## config.mk

```make
export PLATFORM = sky130hd
export DESIGN_NAME = instruction_fetch
export DESIGN_NICKNAME = d
export VERILOG_FILES = /design/src/rtl/instruction_fetch_pkg.sv /design/src/rtl/pc_register.sv /design/src/rtl/instruction_fetch.sv
export SDC_FILE = /design/constraint.sdc
export NUM_CORES = 1
export LEC_CHECK = 0
export ABC_AREA = 1
export CAP_MARGIN = 20
export CORE_MARGIN = 8
export CORE_UTILIZATION = 40
export DETAILED_ROUTE_END_ITERATION = 6
export PLACE_DENSITY = 0.77
export SLEW_MARGIN = 20
export SYNTH_ARGS = -nofsm -noshare
export SYNTH_HDL_FRONTEND = slang
export SYNTH_HIERARCHICAL = 1
export SYNTH_SLANG_ARGS = --single-unit
```

## constraint.sdc

```tcl
create_clock -name clk -period 1.9 [get_ports clk]
set_clock_uncertainty 0.15 [all_clocks]
set_input_delay 0.38 -clock clk [delete_from_list [all_inputs] [get_ports clk]]
set_output_delay 0.38 -clock clk [all_outputs]
set_load 0.05 [all_outputs]
```

## src/rtl/instruction_fetch_pkg.sv

```systemverilog
// Shared types and constants for the MIPS fetch stage: FSM states, the NOP
// word and the primary opcode values seen in instr[31:26].
package instruction_fetch_pkg;

    typedef enum logic [1:0] {
        FETCH  = 2'd0,
        HOLD   = 2'd1,
        HALTED = 2'd2
    } fetch_state_t;

    localparam logic [31:0] INSTR_NOP = 32'h0000_0000;

    localparam logic [5:0] OPCODE_SPECIAL = 6'h00;
    localparam logic [5:0] OPCODE_REGIMM  = 6'h01;
    localparam logic [5:0] OPCODE_J       = 6'h02;
    localparam logic [5:0] OPCODE_JAL     = 6'h03;
    localparam logic [5:0] OPCODE_BEQ     = 6'h04;
    localparam logic [5:0] OPCODE_BNE     = 6'h05;
    localparam logic [5:0] OPCODE_BLEZ    = 6'h06;
    localparam logic [5:0] OPCODE_BGTZ    = 6'h07;
    localparam logic [5:0] OPCODE_ADDIU   = 6'h09;
    localparam logic [5:0] OPCODE_SLTI    = 6'h0A;
    localparam logic [5:0] OPCODE_SLTIU   = 6'h0B;
    localparam logic [5:0] OPCODE_ANDI    = 6'h0C;
    localparam logic [5:0] OPCODE_ORI     = 6'h0D;
    localparam logic [5:0] OPCODE_XORI    = 6'h0E;
    localparam logic [5:0] OPCODE_LUI     = 6'h0F;
    localparam logic [5:0] OPCODE_LB      = 6'h20;
    localparam logic [5:0] OPCODE_LH      = 6'h21;
    localparam logic [5:0] OPCODE_LW      = 6'h23;
    localparam logic [5:0] OPCODE_LBU     = 6'h24;
    localparam logic [5:0] OPCODE_LHU     = 6'h25;
    localparam logic [5:0] OPCODE_SB      = 6'h28;
    localparam logic [5:0] OPCODE_SH      = 6'h29;
    localparam logic [5:0] OPCODE_SW      = 6'h2B;

    function automatic logic [31:0] align_word(input logic [31:0] addr);
        return {addr[31:2], 2'b00};
    endfunction

endpackage

```

## src/rtl/pc_register.sv

```systemverilog
// Program counter with one-deep delayed-branch buffer: a redirect taken at a
// consume is applied after the following (delay-slot) instruction.
module pc_register
    import instruction_fetch_pkg::*;
#(
    parameter logic [31:0] RESET_VECTOR = 32'hBFC0_0000
) (
    input  logic        clk,
    input  logic        reset,
    input  logic        consume,
    input  logic        redirect_valid,
    input  logic [31:0] redirect_target,
    output logic [31:0] pc,
    output logic [31:0] pc_plus4,
    output logic [31:0] next_pc
);

    logic        pending;
    logic [31:0] pending_target;

    assign pc_plus4 = pc + 32'd4;
    assign next_pc  = pending ? pending_target : pc_plus4;

    // NOTE: sequential state uses non-blocking assignments so every register
    // samples the pre-edge values, independent of statement order.
    always_ff @(posedge clk or posedge reset) begin
        if (reset) begin
            pc             <= RESET_VECTOR;
            pending        <= 1'b0;
            pending_target <= 32'h0;
        end else if (consume) begin
            pc <= next_pc;
            // A new redirect replaces the buffered one; the old target still drives this step.
            if (redirect_valid) begin
                pending        <= 1'b1;
                pending_target <= align_word(redirect_target);
            end else begin
                pending        <= 1'b0;
            end
        end
    end

endmodule

```

## src/rtl/instruction_fetch.sv

```systemverilog
// MIPS fetch stage: FETCH/HOLD/HALTED controller, instruction register and
// decoded fields, with the PC and delay-slot logic in pc_register.
module instruction_fetch
    import instruction_fetch_pkg::*;
#(
    parameter logic [31:0] RESET_VECTOR = 32'hBFC0_0000,
    parameter logic [31:0] HALT_ADDR    = 32'h0000_0000
) (
    input  logic        clk,
    input  logic        reset,
    output logic [31:0] instr_address,
    output logic        instr_read,
    input  logic        instr_waitrequest,
    input  logic [31:0] instr_readdata,
    input  logic        stall,
    input  logic        redirect_valid,
    input  logic [31:0] redirect_target,
    output logic        instr_valid,
    output logic [31:0] instr,
    output logic [5:0]  opcode,
    output logic [15:0] itype_immediate,
    output logic [31:0] pc,
    output logic [31:0] pc_plus4,
    output logic        active
);

    fetch_state_t state;
    fetch_state_t state_next;
    logic         consume;
    logic         fetch_done;
    logic [31:0]  next_pc;

    assign fetch_done = (state == FETCH) && !instr_waitrequest;
    assign consume    = (state == HOLD) && !stall;

    pc_register #(
        .RESET_VECTOR (RESET_VECTOR)
    ) u_pc_register (
        .clk             (clk),
        .reset           (reset),
        .consume         (consume),
        .redirect_valid  (redirect_valid),
        .redirect_target (redirect_target),
        .pc              (pc),
        .pc_plus4        (pc_plus4),
        .next_pc         (next_pc)
    );

    always_ff @(posedge clk or posedge reset) begin
        if (reset) begin
            state <= FETCH;
        end else begin
            state <= state_next;
        end
    end

    // NOTE: state_next gets a default before the case so no path leaves it
    // unassigned, which would otherwise infer a latch.
    always_comb begin
        state_next = state;
        case (state)
            FETCH:   if (!instr_waitrequest) state_next = HOLD;
            HOLD:    if (!stall) state_next = (next_pc == HALT_ADDR) ? HALTED : FETCH;
            HALTED:  state_next = HALTED;
            default: state_next = FETCH;
        endcase
    end

    always_ff @(posedge clk or posedge reset) begin
        if (reset) begin
            instr <= INSTR_NOP;
        end else if (fetch_done) begin
            instr <= instr_readdata;
        end
    end

    // Reset drops the request immediately so an in-flight read is abandoned.
    assign instr_read      = (state == FETCH) && !reset;
    assign instr_valid     = (state == HOLD);
    assign active          = (state != HALTED);
    assign instr_address   = pc;
    assign opcode          = instr[31:26];
    assign itype_immediate = instr[15:0];

endmodule

```

# --- After elaboration in Yosys (flattened, before gate mapping) ---
# Cells that the tools add are included.
word_totals:
  register_bits: 97
  latchBits: 0
  ram_bits: 0
  rom_bits: 0
  input_bits: 69
  elab_cells: 27
  memories: 0
op_classes:
  n_addsub: 1
  mul: 0
  div_mod_pow: 0
  n_lt_le_gt_ge: 0
  n_eq_ne: 5
  shift: 0
  muxes: 6
  bitwise: 0
  reduce_logical: 10
ops:
  columns: ["operator", "n"]
  rows:
  - ["$add 32x3->32 const B", 1]
  - ["$logic_not 32->1", 1]
  - ["$mux 32", 1]
  - ["$mux 2", 3]
  - ["$ne 2x2->1 const B", 3]
  - ["$pmux 2 s3", 1]
  - ["$reduce_and 2->1", 2]
  - ["$logic_and 1x1->1", 3]
  - ["$logic_not 1->1", 3]
  - ["$eq 2x1->1 const B", 1]
  - ["$eq 2x2->1 const B", 1]
  - ["$logic_not 2->1", 1]
  - ["$mux 1", 1]

# --- Depth between registers and ports, before layout ---
# Gate-level depths: netlist of run 1.
logic_depth:
  word_depth: 6
  depth_mapped: 16
  mapped_depth_nobuf: 16

# --- By module ---
# Netlist of run 1, hierarchy kept.
by_module_without_submodules:
  columns: ["module", "n_inst", "cells_each", "area_each_um2", "seq_area_each_um2"]
  rows:
  - ["pc_register", 1, 522, 3759.9, 1587.8]
  - ["instruction_fetch", 1, 165, 1935.6, 850.8]

# --- Worst setup path after synthesis of run 1 ---
# OpenSTA, ideal clock, no wires.
synth_path:
  path_type: "reg-to-reg"
  start: "register u_pc_register.pc[2]"
  end: "register state[1]"
  setup_ps: 141
  t_arrival_ps: 2812
  setup_slack_ps: -1204
  path_stages_with_launch: 12
  n_path_buf: 0
  cell_sequence: "dfrtp_1 -> inv_1 -> nor2_4 -> nand2_2 -> xnor2_1 -> nand2_1 -> nand2_1 -> nor2_1 -> nand4_1 -> nor2_1 -> nand2_1 -> a21oi_1"
synth_via:
  elab_chain_len: 6
synth_rtl:
  columns: ["element", "line", "source"]
  rows:
  - ["start: declaration", "pc_register.sv:13", "output logic [31:0] pc,"]
  - ["start signal: assignment", "pc_register.sv:32", "pc <= next_pc;"]
  - ["$add 32x3->32", "pc_register.sv:21", "assign pc_plus4 = pc + 32'd4;"]
  - ["net pc_plus4[2]", "instruction_fetch.sv:23", "output logic [31:0] pc_plus4,"]
  - ["$mux 32", "pc_register.sv:22", "assign next_pc = pending ? pending_target : pc_plus4;"]
  - ["$logic_not 32->1", "instruction_fetch.sv:63", "HOLD: if (!stall) state_next = (next_pc == HALT_ADDR) ? HALTED : FETCH;"]
  - ["$mux 2 (2 in series)", "instruction_fetch.sv:63", null]
  - ["$pmux 2 s3", "instruction_fetch.sv:61", "case (state)"]
  - ["end signal: assignment", "instruction_fetch.sv:53", "state <= state_next;"]
  - ["end: declaration", "instruction_fetch.sv:27", "fetch_state_t state;"]
# The timed path passes the listed nets, and every way through them passes these cells. The select of a mux whose other input is x is not followed.
# A chain may end at the register's enable or synchronous reset.

# --- Worst setup path in the final report of run 1 ---
layout_path:
  start: "register u_pc_register.pc[3]"
  end: "output port pc_plus4[30]"
layout_via:
  elab_chain_len: 1
layout_rtl:
  columns: ["element", "line"]
  rows:
  - ["$add 32x3->32", "pc_register.sv:21"]
  - ["end: declaration", "instruction_fetch.sv:23"]
# No other way between the ends.

==> Flow_metrics.wiki, run 1 <==
{| class="wikitable"
! Metric !! Value
|-
| Area growth from synthesis to final layout || 82.1%
|-
| Number of stages on the worst hold path || 1
|-
| M2 GR Usage || between 30% and 40%
|-
| First-pass GRT wire length || approximately 32000 um
|-
| Post-route setup TNS || -14.92 ns
|-
| Worst-path maximum fanout || 5
|-
| Insertion delay to the later sink of the worst-skew pair || approximately 0.35 ns
|-
| Final cell count without fillers || ~1200
|-
| Root buffer selected by CTS || sky130_fd_sc_hd__clkbuf_16
|-
| DRC violations left || 0
|-
| Met1 routing resource usage after global routing || 25.4%
|-
| Most common cell after layout, fill and taps aside || sky130_fd_sc_hd__buf_4
|-
| TritonCTS clock tree || yes
|-
| WHS Endpoint || u_pc_register/pending_target[31]
|-
| Post-Synthesis Net Count || approximately 760
|-
| Final RePlAce weighted congestion || 0.924
|-
| Startpoint of the lowest-slack hold path || u_pc_register/pending_target[31]
|-
| Endpoint kind of the worst setup timing path || output pin
|-
| Register-to-register path setup slack || -0.53 ns
|-
| Worst-Margin Slew || between 0.3 and 0.4 ns
|-
| Number of H-tree levels || 3
|-
| Result of the run || finished, violations left
|-
| Kind of start point of the critical path || flop
|-
| Number of max-slew violations in the final report || 0
|-
| Most used cells in the layout excluding fill and tap cells || sky130_fd_sc_hd__buf_4 (199), sky130_fd_sc_hd__nand2_1 (138), sky130_fd_sc_hd__buf_12 (82)
|-
| FP Rows || between 40 and 50
|-
| Antenna violations before repair || 0
|-
| Cell area after synthesis || roughly 5700 um^2
|-
| Routed WL per cell || approximately 18 um
|-
| Fin crit share || 133%
|-
| CP arrival || between 1.5 and 2 ns
|-
| Avg Inst Size Synth || a little over 8 um^2
|-
| Slowest library cell on the worst path || sky130_fd_sc_hd__dfrtp_2
|-
| Share of synthesized area occupied by flip-flops and latches || a little over two fifths
|-
| Class of the tightest hold or removal check || flop to flop
|-
| Lkg Pwr || 4.96 nW
|-
| Die X || 135 um
|-
| Finish-stage setup viols || 32
|-
| Post-layout net count || about 1100
|-
| Clock Path Buffers || 2
|-
| Number of placed I/O pins || 222
|-
| Remaining antenna violation count after routing || 0
|-
| Number of design-rule violations left by the first detailed-router iteration || between 400 and 500
|-
| Most congested layer reported by global routing || met2
|-
| Worst Setup Slack, final || -0.622 ns
|-
| Data required, critical path || roughly 1.4 ns
|-
| Core Area || 13900 um^2
|-
| Endpoint of the most critical register-to-register path || state[1]
|-
| Syn Inst Count || slightly below 700
|-
| Worst-case headroom to the max-slew limit || between 70% and 80%
|-
| Post-DR vias/cell || approximately 5.0
|-
| Power per Cell Area || ~1800 nW/um^2
|-
| Diode count || 0
|-
| Cells on worst reg2reg path || 16
|-
| Overall power after layout || about 19 mW
|-
| Starting density of the core || between 40% and 50%
|-
| Yosys warnings || 6
|-
| Number of vias in the routed layout || 5828
|-
| Buffers on Ports || 219
|-
| Proportion of layout cells with a drive suffix above 1 || 50.8%
|-
| Remaining global-route overflow || 0
|-
| Most frequent CP cell || sky130_fd_sc_hd__nand2_4
|-
| Violations in the final reports || setup timing
|-
| CP max stage delay || about 0.39 ns
|-
| RSZ-0062 raised after global routing || yes
|-
| Area of the die || 18300 um^2
|-
| Max-cap violations || 0
|-
| Fill cell total of the finished layout || roughly 900
|-
| Wirelength, routed || between 20000 and 25000 um
|-
| Global-route track usage on met3 || 5.04%
|-
| Global-route usage over all layers || between 20% and 30%
|-
| Clock period minus worst slack || 2.52 ns
|-
| TritonCTS buffer count || 9
|-
| Kind of critical path || flop to output pin
|-
| Area taken by multi-input logic gates || 3070 um^2
|-
| Worst setup slack after placement || -0.476 ns
|-
| Dpl cells || 1144
|-
| Source of the worst register-to-register timing path || u_pc_register/pc[3]
|-
| CTS hold repair buffers || 0
|-
| Peak ir drop on the vdd network || approximately 0.0009 V
|-
| 1st-pass router iterations || 5
|-
| Critical Path, Cell by Cell || ha_4 > nand2_4 > nor2_4 > nand2_4 > buf_12 > nor2_4 > nand2_2 > nand2_2 > buf_6 > nand2_4 > buf_12
|-
| Achievable frequency || between 0.3 and 0.4 GHz
|-
| Total number of clock tree sinks || 97
|-
| Post-synthesis sequential element count || 97
|-
| Via count of the first global-routing pass || a little under 6000
|-
| Count of final hold-check violations || 0
|-
| Estimated wirelength of the detail-placed design || 15700 um
|-
| Total area of sequential cells || around 2500 um^2
|-
| Largest net degree at the start of global routing || between 60 and 70
|-
| Die Height || about 140 um
|-
| Clock transition at the registers of the reported paths || ~0.07 ns
|-
| Number of library cell types mapped by synthesis || 32
|}
[state kept, by name, summed over array words and instances (netlist names)]
| name | cells |
|---|---|
| u_pc_register/pending_target | 30 |
| state | 2 |
| u_pc_register/pc | 32 |
| instr | 32 |
| u_pc_register/pending | 1 |
[repair_timing]
action	in CTS	in global routing
pin swaps	28	30
resized for setup	65	46
endpoints found under the setup margin	31	37
setup buffers	10	11
[worst max-delay path: cells and delay by family, from the launching register on]
family                     cells  cell delay (ns)
and+or+nand+nor                7             0.71
DFF                            1             0.39
buffers and inverters          3             0.39
adders and majority gates      1             0.15
[area by class of cell]
class,count,area share [%]
Clock buffer,10,2.30
Clock inverter,6,0.736
Inverter,61,2.32
Multi-Input combinational cell,452,29.6
Sequential cell,97,23.7
Tap cell,180,2.17
Timing Repair Buffer,371,39.2
[logic make-up (layout without fill, tap and decap cells)]
group / count (synthesis) / after routing / synth area share, %
xor gates and xnor gates: 7 / 7 / 1.08
DFF: 97 / 97 / 42.8
AOI/OAI and AO/OA: 57 / 57 / 5.82
adders and majority gates: 1 / 1 / 0.220
buffers and inverters: 138 / 448 / 13.3
and+or+nand+nor: 339 / 339 / 25.4
muxes: 48 / 48 / 11.4
[worst max-delay path by stage]
stage                             start            to  slack [ns]  depth (start not counted)
CTS                 u_pc_register/pc[3]  pc_plus4[22]       -0.56                         10
finish              u_pc_register/pc[3]  pc_plus4[30]       -0.62                         11
global route        u_pc_register/pc[2]  pc_plus4[30]       -0.68                         11
detailed placement  u_pc_register/pc[2]      state[1]       -0.48                         15
global placement    u_pc_register/pc[2]      state[1]       -0.43                         15
floorplan           u_pc_register/pc[2]      state[1]       -0.58                         15
[cells in the mapped netlist (all sizes together)]
cell | instances | area (um^2)
a21oi | 17 | 85.1
and2 | 15 | 93.8
ha | 1 | 12.5
xnor2 | 4 | 35.0
xor2 | 3 | 26.3
o21ai | 19 | 95.1
o22ai | 1 | 6.26
a31oi | 4 | 25.0
dfrtp | 88 | 2200
clkbuf | 10 | 37.5
nand3 | 50 | 250
o21a | 8 | 60.1
nand2 | 185 | 712
inv | 61 | 229
nand4 | 3 | 18.8
mux2 | 48 | 649
o211ai | 8 | 60.1
dfstp | 9 | 236
nor2 | 85 | 364
buf | 67 | 490
or2 | 1 | 6.26
[report_power, final]
| part | switching, mW | internal, mW | total, mW |
|---|---|---|---|
| Combinational | 7.76 | 5.93 | 13.7 |
| Sequential | 0.572 | 2.79 | 3.36 |
| Clock | 0.882 | 1.09 | 1.97 |
[metrics by stage]
step           hold WS (ns)  utilization, %  instance area (um^2)
2_1_floorplan         0.321               -                  5970
3_3_place_gp          0.330            68.5                  9500
3_5_place_dp          0.342            68.5                  9500
4_1_cts               0.359            73.0                 10100
5_1_grt               0.385            74.7                 10400
6_report              0.357            74.7                 10400
[routing by layer]
layer,part of all wire (%),routed length [um],vias up
met5,0,0,-
met3,6.7,1430,68
li1,-,-,2737
met1,37,7880,2755
met4,4.0,841,0
met2,52,11100,268
Note: power is estimated with default switching activity, not from simulation.
==> run 2, diff against run 1 <==
Settings changed: PLACE_DENSITY 0.77 to 0.83.
==> run 2 against run 1 <==
Compared with the run above: hold slack worse by 0.0065 ns; utilization is 2.1 points higher; sequential share of layout area is 0.65 points lower; flip-flop and latch count stayed put; the flow still finishes with violations (setup timing); global-route usage is 1.7 points higher; sequential power is 2% higher; first-iteration DRC count is 63% higher; cell count is 0.76% higher; worst setup slack worse by 0.17 ns; register-to-register slack worse by 0.26 ns.
==> Flow_metrics.wiki, run 2 (synthesized netlist as in run 1, its figures left out) <==
{| class="wikitable"
! Metric !! Value
|-
| Internal power consumption || 9.99 mW (+1.9%)
|-
| Clock period minus worst slack || 2.69 ns (+0.172 ns)
|-
| Die X || 135 um (unchanged)
|-
| Critical Path, Cell by Cell || buf_6 > nand2_2 > nor2_4 > nand2_4 > buf_4 > xnor2_4 > buf_4 > o21ai_2 > inv_1 > nor2_1 > nand4_1 > nor2_1 > nand2_1 > a21oi_1
|-
| DRC violations left || 0 (unchanged)
|-
| Clock transition at the registers of the reported paths || 0.07 ns (about the same)
|-
| Relative contribution of the clock network to total power || 9.5% (-0.8 points)
|-
| 1st-pass router iterations || 5 (unchanged)
|-
| Power per Cell Area || 1850 nW/um^2 (+0.86%)
|-
| Number of design-rule violations left by the first detailed-router iteration || 721 (+63%)
|-
| FP Rows || 43 (unchanged)
|-
| Buffers on Ports || 219 (unchanged)
|-
| TritonCTS clock tree || yes
|-
| Max-cap violations || 0 (unchanged)
|-
| Number of vias in the routed layout || 6401 (+9.8%)
|-
| Net switching fraction of the power || 49.3% (+0.85 points)
|-
| Result of the run || finished, violations left
|-
| Area of the die || 18300 um^2 (unchanged)
|-
| Data required, critical path || 2.03 ns (+0.66 ns)
|-
| Worst-path maximum fanout || 5 (unchanged)
|-
| Routed WL per cell || 21.0 um (+16%)
|-
| Clock Path Buffers || 2 (unchanged)
|-
| Diode count || 0 (unchanged)
|-
| Reported net switching power || 9.72 mW (+5.5%)
|-
| Number of stages on the worst hold path || 2 (+1)
|-
| Class of the tightest hold or removal check || flop to flop
|-
| CP arrival || 2.83 ns (+0.84 ns)
|-
| Count of final hold-check violations || 0 (unchanged)
|-
| Estimated wirelength of the detail-placed design || 16800 um (+6.7%)
|-
| Remaining antenna violation count after routing || 0 (unchanged)
|-
| Violations in the final reports || setup timing
|-
| RSZ-0062 raised after global routing || yes
|-
| Dpl cells || 1149 (+0.44%)
|-
| Proportion of layout cells with a drive suffix above 1 || 52.9% (+2.1 points)
|-
| Worst Setup Slack, final || -0.794 ns (-0.172 ns)
|-
| Most common cell after layout, fill and taps aside || sky130_fd_sc_hd__buf_4
|-
| Peak ir drop on the vdd network || 0.000909 V (+0.84%)
|-
| Remaining global-route overflow || 0 (unchanged)
|-
| Via count of the first global-routing pass || 6450 (+8.1%)
|-
| Slowest library cell on the worst path || sky130_fd_sc_hd__dfrtp_2
|-
| Post-DR vias/cell || 5.40 (+9.0%)
|-
| Final RePlAce weighted congestion || 0.910 (-1.6%)
|-
| Antenna violations before repair || 1 (+1)
|-
| Fill cell total of the finished layout || 791 (-11%)
|-
| Registers with the highest flip-flop counts || instr: 32 flops, u_pc_register/pc: 32 flops, u_pc_register/pending_target: 30 flops
|-
| Global-route usage over all layers || 23.9% (+1.7 points)
|-
| Total number of clock tree sinks || 97 (unchanged)
|-
| Post-route setup TNS || -15.94 ns (-1.02 ns)
|-
| Worst-case headroom to the max-slew limit || 71.4% (-4.9 points)
|-
| Largest net degree at the start of global routing || 64 (unchanged)
|-
| Insertion delay to the later sink of the worst-skew pair || 0.36 ns (about the same)
|-
| First-pass GRT wire length || 34300 um (+7.6%)
|-
| Sequential share of power || 17.4% (-0.3 points)
|-
| Endpoint kind of the worst setup timing path || flop
|-
| Kind of critical path || flop to flop
|-
| Startpoint of the worst setup timing path || u_pc_register/pc[3]
|-
| Power share of the combinational group || 73.1% (+1.1 points)
|-
| Die Height || 135 um (unchanged)
|-
| Area growth from synthesis to final layout || 87.1%
|-
| Most used cells in the layout excluding fill and tap cells || sky130_fd_sc_hd__buf_4 (190), sky130_fd_sc_hd__nand2_1 (129), sky130_fd_sc_hd__buf_12 (87)
|-
| Kind of start point of the critical path || flop
|-
| Finish-stage setup viols || 40 (+25%)
|-
| Number of max-slew violations in the final report || 0 (unchanged)
|-
| Root buffer selected by CTS || sky130_fd_sc_hd__clkbuf_16
|-
| Final cell count without fillers || 1186 (+0.76%)
|-
| Starting density of the core || 41.0% (unchanged)
|-
| TritonCTS buffer count || 9 (unchanged)
|-
| Number of placed I/O pins || 222 (unchanged)
|-
| Core Area || 13900 um^2 (unchanged)
|-
| Fin crit share || 142% (+9.0 points)
|-
| Wirelength, routed || 24900 um (+17%)
|-
| Achievable frequency || 0.371 GHz (-6.4%)
|-
| Lkg Pwr || 5.03 nW (+1.4%)
|-
| Source of the worst register-to-register timing path || u_pc_register/pc[3]
|-
| Startpoint of the lowest-slack hold path || u_pc_register/pc[31]
|-
| CP max stage delay || 0.41 ns (+0.02 ns)
|-
| Number of H-tree levels || 3 (unchanged)
|-
| Post-layout net count || 1072 (+0.94%)
|-
| Worst-Margin Slew || 0.429 ns (+0.0734 ns)
|-
| Cells on worst reg2reg path || 14 (-2)
|}
## run 2: worst paths after layout
kind	slack [ns]	end
max	-0.79	state[1]
min	0.35	u_pc_register/pc[31]
max reg2reg	-0.79	state[1]
min reg2reg	0.35	u_pc_register/pc[31]
max in group asynchronous	0.80	u_pc_register/pc[26]
min in group asynchronous	0.38	state[0]
## run 2: cell type report
class / instances / area [um^2] / area share (%)
flip-flops and latches: 97 / 2460 / 23.0
inverters: 61 / 240 / 2.25
repair buffers: 381 / 4260 / 39.9
multi-input cells: 452 / 3190 / 29.9
clock inverters: 5 / 63.8 / 0.599
clock buffers: 10 / 229 / 2.15
well taps: 180 / 225 / 2.11
## run 2: metal layers
metal / wire length [um] / share of wire (%) / track usage [%]
met1: 8800 / 35 / 26.5
met2: 12600 / 51 / 41.7
met3: 2190 / 8.8 / 6.49
met4: 1290 / 5.2 / 11.3
met5: 8 / 0.032 / 0
## run 2: worst max-delay path: cells and delay by family, from the launching register on
family / cells / cell delay (ns)
AOI/OAI and AO/OA: 2 / 0.27
and+or+nand+nor: 7 / 1.15
buffers and inverters: 4 / 0.50
xor gates and xnor gates: 1 / 0.14
DFF: 1 / 0.41
## run 2: what timing repair did
action                     in CTS  in global routing
buffers inserted               15                 11
pin swaps                      44                 28
setup endpoints to repair      33                 41
gates resized for setup        98                 53
hold buffers                    0                  0
## run 2: stage by stage
stage | util, % | setup WS, ns | power, mW | area, um^2 | hold WS, ns
finish | 76.8 | -0.794 | 19.7 | 10700 | 0.350
global route | 76.8 | -0.882 | 20.3 | 10700 | 0.387
CTS | 74.9 | -0.561 | 19.1 | 10400 | 0.354
detailed placement | 69.3 | -0.505 | 16.7 | 9610 | 0.339
global placement | 69.3 | -0.411 | 16.4 | 9610 | 0.317
floorplan | - | -0.585 | 10.6 | 5970 | 0.321
## run 2: power groups by stage
stage,registers (mW),clock network (mW),logic (mW)
finish,3.43,1.87,14.4
global route,3.48,1.98,14.9
CTS,3.35,1.88,13.8
detailed placement,3.34,0,13.3
global placement,3.29,0,13.1
floorplan,5.04,0,5.54
